==> src/rtl/mult_div_unit_if.sv <==
// Request/result bundle between the EX stage and the multiply/divide unit.
//   start, alu_control, op_a, op_b, mthi, mtlo : issue side (master drives)
//   busy, hi, lo                                : unit state (slave drives)
interface mult_div_unit_if #(
  parameter int unsigned DATA_WIDTH = 32
);
  logic                  start;
  logic [3:0]            alu_control;
  logic [DATA_WIDTH-1:0] op_a;
  logic [DATA_WIDTH-1:0] op_b;
  logic                  mthi;
  logic                  mtlo;
  logic                  busy;
  logic [DATA_WIDTH-1:0] hi;
  logic [DATA_WIDTH-1:0] lo;

  modport master (
    output start, alu_control, op_a, op_b, mthi, mtlo,
    input  busy, hi, lo
  );

  modport slave (
    input  start, alu_control, op_a, op_b, mthi, mtlo,
    output busy, hi, lo
  );
endinterface

==> src/rtl/mult_div_unit.sv <==
// Iterative radix-2 multiply/divide unit with architectural HI/LO registers.
// Ports:
//   clk    rising-edge clock
//   reset  asynchronous, active-high reset
//   bus    slave side of mult_div_unit_if:
//            start/alu_control/op_a/op_b/mthi/mtlo in, busy/hi/lo out
// alu_control: 1000 DIV, 1001 DIVU, 1010 MULT, 1011 MULTU; other codes ignored.
// Accept at edge E0, result written to HI/LO at E0+DATA_WIDTH+1, busy high between.
module mult_div_unit #(
  parameter int unsigned DATA_WIDTH = 32
) (
  input  logic            clk,
  input  logic            reset,
  mult_div_unit_if.slave  bus
);

  localparam int unsigned W     = DATA_WIDTH;
  localparam int unsigned DW    = 2 * DATA_WIDTH;
  localparam int unsigned CNT_W = $clog2(DATA_WIDTH);

  typedef enum logic [1:0] {
    IDLE = 2'd0,
    RUN  = 2'd1,
    DONE = 2'd2
  } state_t;

  state_t            state_q, state_d;
  logic              busy_q, busy_d;
  logic [CNT_W-1:0]  cnt_q, cnt_d;
  logic [DW-1:0]     acc_q, acc_d;      // mult: {partial, multiplier}; div: {remainder, quotient}
  logic [W-1:0]      opb_q, opb_d;      // magnitude of op_b
  logic [W-1:0]      rawa_q, rawa_d;    // raw dividend, returned in HI on divide by zero
  logic              is_mult_q, is_mult_d;
  logic              neg_res_q, neg_res_d;
  logic              neg_a_q, neg_a_d;
  logic              dz_q, dz_d;
  logic [W-1:0]      hi_q, hi_d;
  logic [W-1:0]      lo_q, lo_d;

  // Issue-side decode and operand magnitudes
  logic          md_op;
  logic          is_signed;
  logic          a_neg, b_neg;
  logic [W-1:0]  mag_a, mag_b;

  assign md_op     = (bus.alu_control[3:2] == 2'b10);
  assign is_signed = ~bus.alu_control[0];
  assign a_neg     = is_signed & bus.op_a[W-1];
  assign b_neg     = is_signed & bus.op_b[W-1];
  assign mag_a     = a_neg ? (W'(0) - bus.op_a) : bus.op_a;
  assign mag_b     = b_neg ? (W'(0) - bus.op_b) : bus.op_b;

  // One shift-add multiply step: add multiplicand on LSB, shift accumulator right
  logic [W:0]    mult_sum;
  logic [DW-1:0] mult_next;

  assign mult_sum  = {1'b0, acc_q[DW-1:W]} + (acc_q[0] ? {1'b0, opb_q} : (W+1)'(0));
  assign mult_next = {mult_sum, acc_q[W-1:1]};

  // One restoring divide step: shift next dividend bit into remainder, subtract if it fits
  logic [W:0]    div_shift;
  logic [W:0]    div_diff;
  logic          div_ge;
  logic [W-1:0]  div_rem;
  logic [DW-1:0] div_next;

  assign div_shift = acc_q[DW-1:W-1];
  assign div_diff  = div_shift - {1'b0, opb_q};
  assign div_ge    = (div_shift >= {1'b0, opb_q});
  assign div_rem   = div_ge ? div_diff[W-1:0] : div_shift[W-1:0];
  assign div_next  = {div_rem, acc_q[W-2:0], div_ge};

  // Sign-corrected results
  logic [DW-1:0] prod_fix;
  logic [W-1:0]  quo_fix, rem_fix;

  assign prod_fix = neg_res_q ? (DW'(0) - acc_q) : acc_q;
  assign quo_fix  = neg_res_q ? (W'(0) - acc_q[W-1:0]) : acc_q[W-1:0];
  assign rem_fix  = neg_a_q ? (W'(0) - acc_q[DW-1:W]) : acc_q[DW-1:W];

  // Next-state and datapath update
  always_comb begin
    state_d   = state_q;
    cnt_d     = cnt_q;
    acc_d     = acc_q;
    opb_d     = opb_q;
    rawa_d    = rawa_q;
    is_mult_d = is_mult_q;
    neg_res_d = neg_res_q;
    neg_a_d   = neg_a_q;
    dz_d      = dz_q;
    hi_d      = hi_q;
    lo_d      = lo_q;

    unique case (state_q)
      IDLE: begin
        if (bus.start) begin
          if (md_op) begin
            // mult/div wins over a simultaneous mthi/mtlo
            state_d   = RUN;
            cnt_d     = '0;
            acc_d     = {W'(0), mag_a};
            opb_d     = mag_b;
            rawa_d    = bus.op_a;
            is_mult_d = bus.alu_control[1];
            neg_res_d = a_neg ^ b_neg;
            neg_a_d   = a_neg;
            dz_d      = (bus.op_b == W'(0));
          end else begin
            if (bus.mthi) hi_d = bus.op_a;
            if (bus.mtlo) lo_d = bus.op_a;
          end
        end
      end
      RUN: begin
        acc_d = is_mult_q ? mult_next : div_next;
        cnt_d = cnt_q + CNT_W'(1);
        if (cnt_q == CNT_W'(W - 1)) state_d = DONE;
      end
      DONE: begin
        state_d = IDLE;
        if (is_mult_q) begin
          hi_d = prod_fix[DW-1:W];
          lo_d = prod_fix[W-1:0];
        end else if (dz_q) begin
          hi_d = rawa_q;
          lo_d = '1;
        end else begin
          hi_d = rem_fix;
          lo_d = quo_fix;
        end
      end
      default: state_d = IDLE;
    endcase
  end

  assign busy_d = (state_d != IDLE);

  // State and datapath registers
  always_ff @(posedge clk or posedge reset) begin
    if (reset) begin
      state_q   <= IDLE;
      busy_q    <= 1'b0;
      cnt_q     <= '0;
      acc_q     <= '0;
      opb_q     <= '0;
      rawa_q    <= '0;
      is_mult_q <= 1'b0;
      neg_res_q <= 1'b0;
      neg_a_q   <= 1'b0;
      dz_q      <= 1'b0;
      hi_q      <= '0;
      lo_q      <= '0;
    end else begin
      state_q   <= state_d;
      busy_q    <= busy_d;
      cnt_q     <= cnt_d;
      acc_q     <= acc_d;
      opb_q     <= opb_d;
      rawa_q    <= rawa_d;
      is_mult_q <= is_mult_d;
      neg_res_q <= neg_res_d;
      neg_a_q   <= neg_a_d;
      dz_q      <= dz_d;
      hi_q      <= hi_d;
      lo_q      <= lo_d;
    end
  end

  assign bus.busy = busy_q;
  assign bus.hi   = hi_q;
  assign bus.lo   = lo_q;

endmodule

==> src/flat_wrapper.sv <==
// flat-port wrapper written by rule: the top's interface ports become plain ports
module mult_div_unit_flat 
#(
  parameter int unsigned DATA_WIDTH = 32
)
  (clk, reset, bus_start, bus_alu_control, bus_op_a, bus_op_b, bus_mthi, bus_mtlo, bus_busy, bus_hi, bus_lo);
  mult_div_unit_if #(.DATA_WIDTH(DATA_WIDTH)) bus_i ();
  input  logic clk;
  input  logic reset;
  input wire logic [$bits(bus_i.start)-1:0] bus_start;
  input wire logic [$bits(bus_i.alu_control)-1:0] bus_alu_control;
  input wire logic [$bits(bus_i.op_a)-1:0] bus_op_a;
  input wire logic [$bits(bus_i.op_b)-1:0] bus_op_b;
  input wire logic [$bits(bus_i.mthi)-1:0] bus_mthi;
  input wire logic [$bits(bus_i.mtlo)-1:0] bus_mtlo;
  output wire logic [$bits(bus_i.busy)-1:0] bus_busy;
  output wire logic [$bits(bus_i.hi)-1:0] bus_hi;
  output wire logic [$bits(bus_i.lo)-1:0] bus_lo;
  assign bus_i.start = bus_start;
  assign bus_i.alu_control = bus_alu_control;
  assign bus_i.op_a = bus_op_a;
  assign bus_i.op_b = bus_op_b;
  assign bus_i.mthi = bus_mthi;
  assign bus_i.mtlo = bus_mtlo;
  assign bus_busy = bus_i.busy;
  assign bus_hi = bus_i.hi;
  assign bus_lo = bus_i.lo;
  mult_div_unit #(.DATA_WIDTH(DATA_WIDTH)) u_core (.clk(clk), .reset(reset), .bus(bus_i));
endmodule
==> config.mk <==
export PLATFORM = sky130hd
export DESIGN_NAME = mult_div_unit_flat
export DESIGN_NICKNAME = d
export VERILOG_FILES = /design/src/rtl/mult_div_unit_if.sv /design/src/rtl/mult_div_unit.sv /design/src/flat_wrapper.sv
export SDC_FILE = /design/constraint.sdc
export NUM_CORES = 1
export LEC_CHECK = 0
export CAP_MARGIN = 20
export CORE_UTILIZATION = 40
export DETAILED_ROUTE_END_ITERATION = 7
export PLACE_DENSITY = 0.67
export SLEW_MARGIN = 20
export SYNTH_ARGS = -nofsm -noshare
export SYNTH_HDL_FRONTEND = slang
export SYNTH_SLANG_ARGS = --single-unit
==> constraint.sdc <==
create_clock -name clk -period 7.3 [get_ports clk]
set_clock_uncertainty 0.05 [all_clocks]
set_input_delay 1.46 -clock clk [delete_from_list [all_inputs] [get_ports clk]]
set_output_delay 1.46 -clock clk [all_outputs]
set_load 0.1 [all_outputs]
Word level (Yosys, flattened, before mapping):

Cells that the tools add are included.

* bitwise gates (word level): 4
* magnitude comparators: 1
* reductions and logical operators: 9
* mux-type cells: 30
* equal/unequal tests: 9
* add/subtract/negate cells: 8

Operator list (number)
* 32-bit two-way mux: 16
* 64-bit two-way mux: 4
* 32-bit case mux with 2 select lines: 2
* 64-bit case mux with 2 select lines: 1
* 1-bit by 32-bit subtractor with 32-bit output (first input constant): 4
* 1-bit by 64-bit subtractor with 64-bit output (first input constant): 1
* 32-bit by 32-bit adder with 33-bit output: 1
* 33-bit by 32-bit >= comparator with 1-bit output: 1
* 32-bit logical NOT: 1
* 32-bit subtractor: 1
* 5-bit two-way mux: 2
* 5-bit case mux with 2 select lines: 1
* 2-bit != test (second input constant): 4
* 4-bit AND reduction: 2
* 2-bit two-way mux: 3
* 3-bit AND reduction: 2
* 2-bit nonzero test: 3
* 5-bit by 1-bit adder with 5-bit output (second input constant): 1
* 5-bit equality test (second input constant): 1
* 2-bit equality test (second input constant): 2
* 2-bit case mux with 2 select lines: 1
* 1-bit bitwise AND: 2
* 2-bit by 1-bit equality test with 1-bit output (second input constant): 1
* 2-bit logical NOT: 1
* 3 further kinds: 3

* input bits: 73
* register bits after elaboration: 204
* output and inout port bits: 65
* logic and storage cells: 73

Depth between registers and ports, before layout:

* depth after elaboration: 6
* gate-level depth with buffers: 14
* mapped depth without buffers: 13

Least setup slack after synthesis:

OpenSTA, ideal clock, no wires.

* path type: in2reg
* start point: input bus_op_b[8]
* end point: register u_core.opb_q[28]
* data arrival time: 3608 ps
* path buffers: 0
* stages on the path: 8
* data required time: 7115 ps
* path slack: 3507 ps
* path through: or4_1 -> nor4_1 -> nand3b_1 -> nor4b_1 -> nand2_1 -> o41ai_1 -> xor2_1 -> o21ai_0

* word-level cells in the longest chain between the ends: 2

Ends and longest elaborated chain
* from (decl): RTL line flat_wrapper.sv:13 `input wire logic [$bits(bus_i.op_b)-1:0] bus_op_b;`
* 1-bit by 32-bit subtractor with 32-bit output: RTL line mult_div_unit.sv:51 `assign mag_b = b_neg ? (W'(0) - bus.op_b) : bus.op_b;`
* 32-bit two-way mux: RTL line mult_div_unit.sv:51
* to (signal assigned): RTL line mult_div_unit.sv:159 `opb_q <= opb_d;`
* to (decl): RTL line mult_div_unit.sv:31 `logic [W-1:0] opb_q, opb_d;`

No other way between the ends.
A chain may end at the register's enable or synchronous reset.

Final worst setup path:

* start point: register u_core.acc_q[31]
* end point: register u_core.acc_q[58]

* word-level cells in the longest chain between the ends: 4

Ends and longest elaborated chain
* from (decl): RTL line mult_div_unit.sv:30 `logic [DW-1:0] acc_q, acc_d;`
* from (signal assigned): RTL line mult_div_unit.sv:145 `acc_q <= '0;`
* from (signal assigned): RTL line mult_div_unit.sv:158 `acc_q <= acc_d;`
* 32-bit subtractor / 33-bit by 32-bit >= comparator with 1-bit output (equally long branches): RTL line mult_div_unit.sv:68, mult_div_unit.sv:69
* 32-bit two-way mux (*): RTL line mult_div_unit.sv:70 `assign div_rem = div_ge ? div_diff[W-1:0] : div_shift[W-1:0];`
* 64-bit two-way mux (*): RTL line mult_div_unit.sv:116 `acc_d = is_mult_q ? mult_next : div_next;`
* 64-bit case mux with 2 select lines (*): RTL line mult_div_unit.sv:95 `unique case (state_q)`

Mark *: on every way between the ends. The rest lies on a longest branch, timed or not.

==> flow_summary.toml <==
[cts]
cts-root-buf = "clkbuf_16"
cts_setup_buffers = 0
ctsHoldBuffers = 0
clk_latency_ps = 570
numCtsBuffers = 27
htreeDepth = 1
clock_path_buffers = 3
cts_tree = "done"
clk_pin_slew_ps = 60
ctsResizeCount = 0
cts.sinks = 204

[cells_and_area]
antennaDiodeCount = 0
syn2layout_area_growth_pct = 16.4
drive_gt1_frac = 0.0529
nNetsFinal = 2296
stdcell_area_mm2 = 0.0193
fill_cells = 4001
final_cell_mix = "nand2_1 (376), dfrtp_1 (201), o21ai_0 (190)"
final_common_cell = "nand2_1"

[route]
routed_via_density = 5.93
dr.pass1.iters = 7
post-route-drc-count = 1
ant_nets = 0
drt_wl_total_um = 55400
drtIter0Drc = 1210
via_count = 16025
routedWlPerCell_um = 20.5

[yosys]
ys_seq_elements = 204
ys_types = 76
synth_fa_ha_area_frac = 0.0553
ys_warn_count = 0
synth_xor_area_frac = 0.0978
synth-compound-area-share = 0.248
synth.net_count = 2266
synth.area.mux_share = 0.0300
netlist_instances = 2121
avgSynthCellArea_um2 = 7.81
synthSimpleGateAreaFrac = 0.207
synth_edf_count = 0
syn_area_mm2 = 0.0166
synth_top_family_by_area = "compound AO/OA/AOI/OAI gates"
synth-async-reset-ratio = 1.00
synth_seq_area_share = 0.308
dominantRegCellSynth = "dfrtp_1"

[setup_path]
critPathMaxFanout = 6
start_kind = "flop"
crit_path_max_incr_delay_ps = 690
crit_family = "compound AO/OA/AOI/OAI gates"
r2r-end = "u_core.acc_q[58]"
required_ps = 7700
cp-end-kind = "flop"
crit_buf_inv = 2
crit_top_cell = "inv_1"
r2r-start = "u_core.acc_q[31]"
critical_path_cell_count = 13
ff2ff_path_depth = 13
worstPathArrival_ps = 4810
crit_chain = "inv_1, ha_1, inv_1, fa_1, a21o_1, a22oi_1, a21oi_1, o31ai_1, a2bb2oi_1, a311oi_1, xor2_1, o21ai_0, a221o_1"
worstSetupPathType = "flop to flop"
r2r_slack_ps = 2890
crit_path_top_delay_cell = "a311oi_1"

[placement]
io_buffers = 137
post-dp-hpwl_um = 40600
dpl-instance-area_mm2 = 0.0182
routabilityCongestion = 0.965

[floorplanning]
die_y_um = 205
pin_count = 138
row_count = 74
coreArea_mm2 = 0.0408
initial_core_util = 0.406
die_x_um = 205
die_area_mm2 = 0.0422

[timing]
setup_viol = 0
setup_tns_ps = 0
period_share = 0.604
hold_viol_final = 0
rsz0062_at_grt = "false"
period_needed_ps = 4410
fmax_ghz = 0.227
worst_pin_slew_ps = 1080
slew_headroom = 0.275
drv_slew = 0

[outcome]
violations = "design-rule violations"
outcome = "finished with violations"

[min_path]
hold_depth = 2
min_to = "u_core.opb_q[30]"
hp-class = "flop to flop"
worstHoldStart = "u_core.opb_q[30]"

[job]
max-cap-violations = 0

[global_route]
grt_max_degree = 99
grt_pass1_wl_um = 87400
grt_pass1_vias = 15538
gr-total-overflow = 0
track_usage = 0.262
antenna_found_initial = 0
==> per-stage QoR <==
stage / utilization / hold WS, ps / instances / setup WS (ps)
after detailed placement: 0.445 / 413 / 2653 / 2460
final: 0.472 / 430 / 2704 / 2890
after global placement: 0.445 / 405 / 2653 / 2530
after floorplan: - / 390 / 2121 / 223
after global routing: 0.472 / 451 / 2704 / 2670
after CTS: 0.471 / 427 / 2703 / 2980
==> cell usage after synthesis, types with 4 or more instances <==
cell        n  area share
nor2_1    149       0.034
o221ai_1   24       0.013
or2_2       9      0.0034
and2_1      6      0.0023
nor3_1     42       0.013
o21a_1     15      0.0068
a221oi_1   10      0.0053
or4b_2      4      0.0024
o41ai_1    13      0.0069
a22o_1     10      0.0053
a222oi_1    6      0.0036
o31ai_1    30       0.014
inv_1      68       0.015
o21bai_1    4      0.0018
nand4_1    14      0.0053
mux2_2      5      0.0034
nand3_1    30      0.0091
mux2i_1    44       0.027
buf_1      12      0.0027
ha_1       70       0.053
dfrtp_1   204        0.31
xnor2_1    78       0.041
o22ai_1    20      0.0076
nor2b_1    21      0.0079
a21o_1     34       0.015
o21ai_0   190       0.057
and3_1     14      0.0053
nand2b_1   21      0.0079
a221o_1    10      0.0060
nand2_1   377       0.085
a32oi_1    32       0.017
clkbuf_1  140       0.032
a22oi_1     7      0.0032
or4_1      11      0.0050
a211oi_1   17      0.0077
a31oi_1    19      0.0072
and4_1      4      0.0021
xor2_1    107       0.057
a21oi_1   123       0.037
o211ai_1   22       0.010
nor4_1     18      0.0068
or3_1      15      0.0057
nand3b_1    9      0.0041
==> state kept, by name, indices dropped and copies added, names as in the netlist, 2 cells and up <==
name	cells
u_core.bus.lo	32
u_core.bus.hi	32
u_core.rawa_q	32
u_core.opb_q	32
u_core.cnt_q	5
u_core.state_q	2
u_core.acc_q	64
==> worst max-delay path by stage <==
stage                startpoint               end  slack (ps)
2_1_floorplan             reset   u_core.acc_q[0]         220
3_3_place_gp        bus_op_a[7]  u_core.acc_q[30]        2530
3_5_place_dp        bus_op_a[7]  u_core.acc_q[30]        2460
4_1_cts        u_core.acc_q[31]  u_core.acc_q[58]        2980
5_1_grt             bus_op_a[7]  u_core.acc_q[30]        2670
6_report       u_core.acc_q[31]  u_core.acc_q[58]        2890
==> layout make-up <==
cell class	instances	area, um^2	share of cell area
clock inverters	16	307	0.0159
well taps	532	666	0.0345
repair buffers	160	1560	0.0811
multi-input cells	1689	10600	0.550
inverters	69	267	0.0138
flip-flops and latches	204	5110	0.265
clock buffers	34	752	0.0390
==> cell families (layout without fill, tap and decap cells) <==
logic type,count (synthesis),after routing
mux,49,49
simple gates,757,757
flops,204,204
buf+inv,228,279
xor+xnor,185,185
compound gates,626,626
fa+ha+maj,72,72
==> per-layer routing <==
layer / vias to the layer above / part of all wire / global-route usage
met4: 0 / 0.031 / 0.0849
met3: 100 / 0.058 / 0.0318
met2: 554 / 0.47 / 0.433
li1: 7648 / - / -
met1: 7723 / 0.44 / 0.353
met5: - / 0 / 0
==> worst register-to-register path, stage by stage, from the launching register on <==
cell       delay (ps)
dfrtp_1           480
inv_1             240
ha_1              220
inv_1              60
fa_1              400
a21o_1            220
a22oi_1           250
a21oi_1           220
o31ai_1           550
a2bb2oi_1         230
a311oi_1          690
xor2_1            180
o21ai_0           130
a221o_1           360
Power is not shown: default switching activity piles up to over one toggle a cycle in this logic, so the estimate is an artifact.
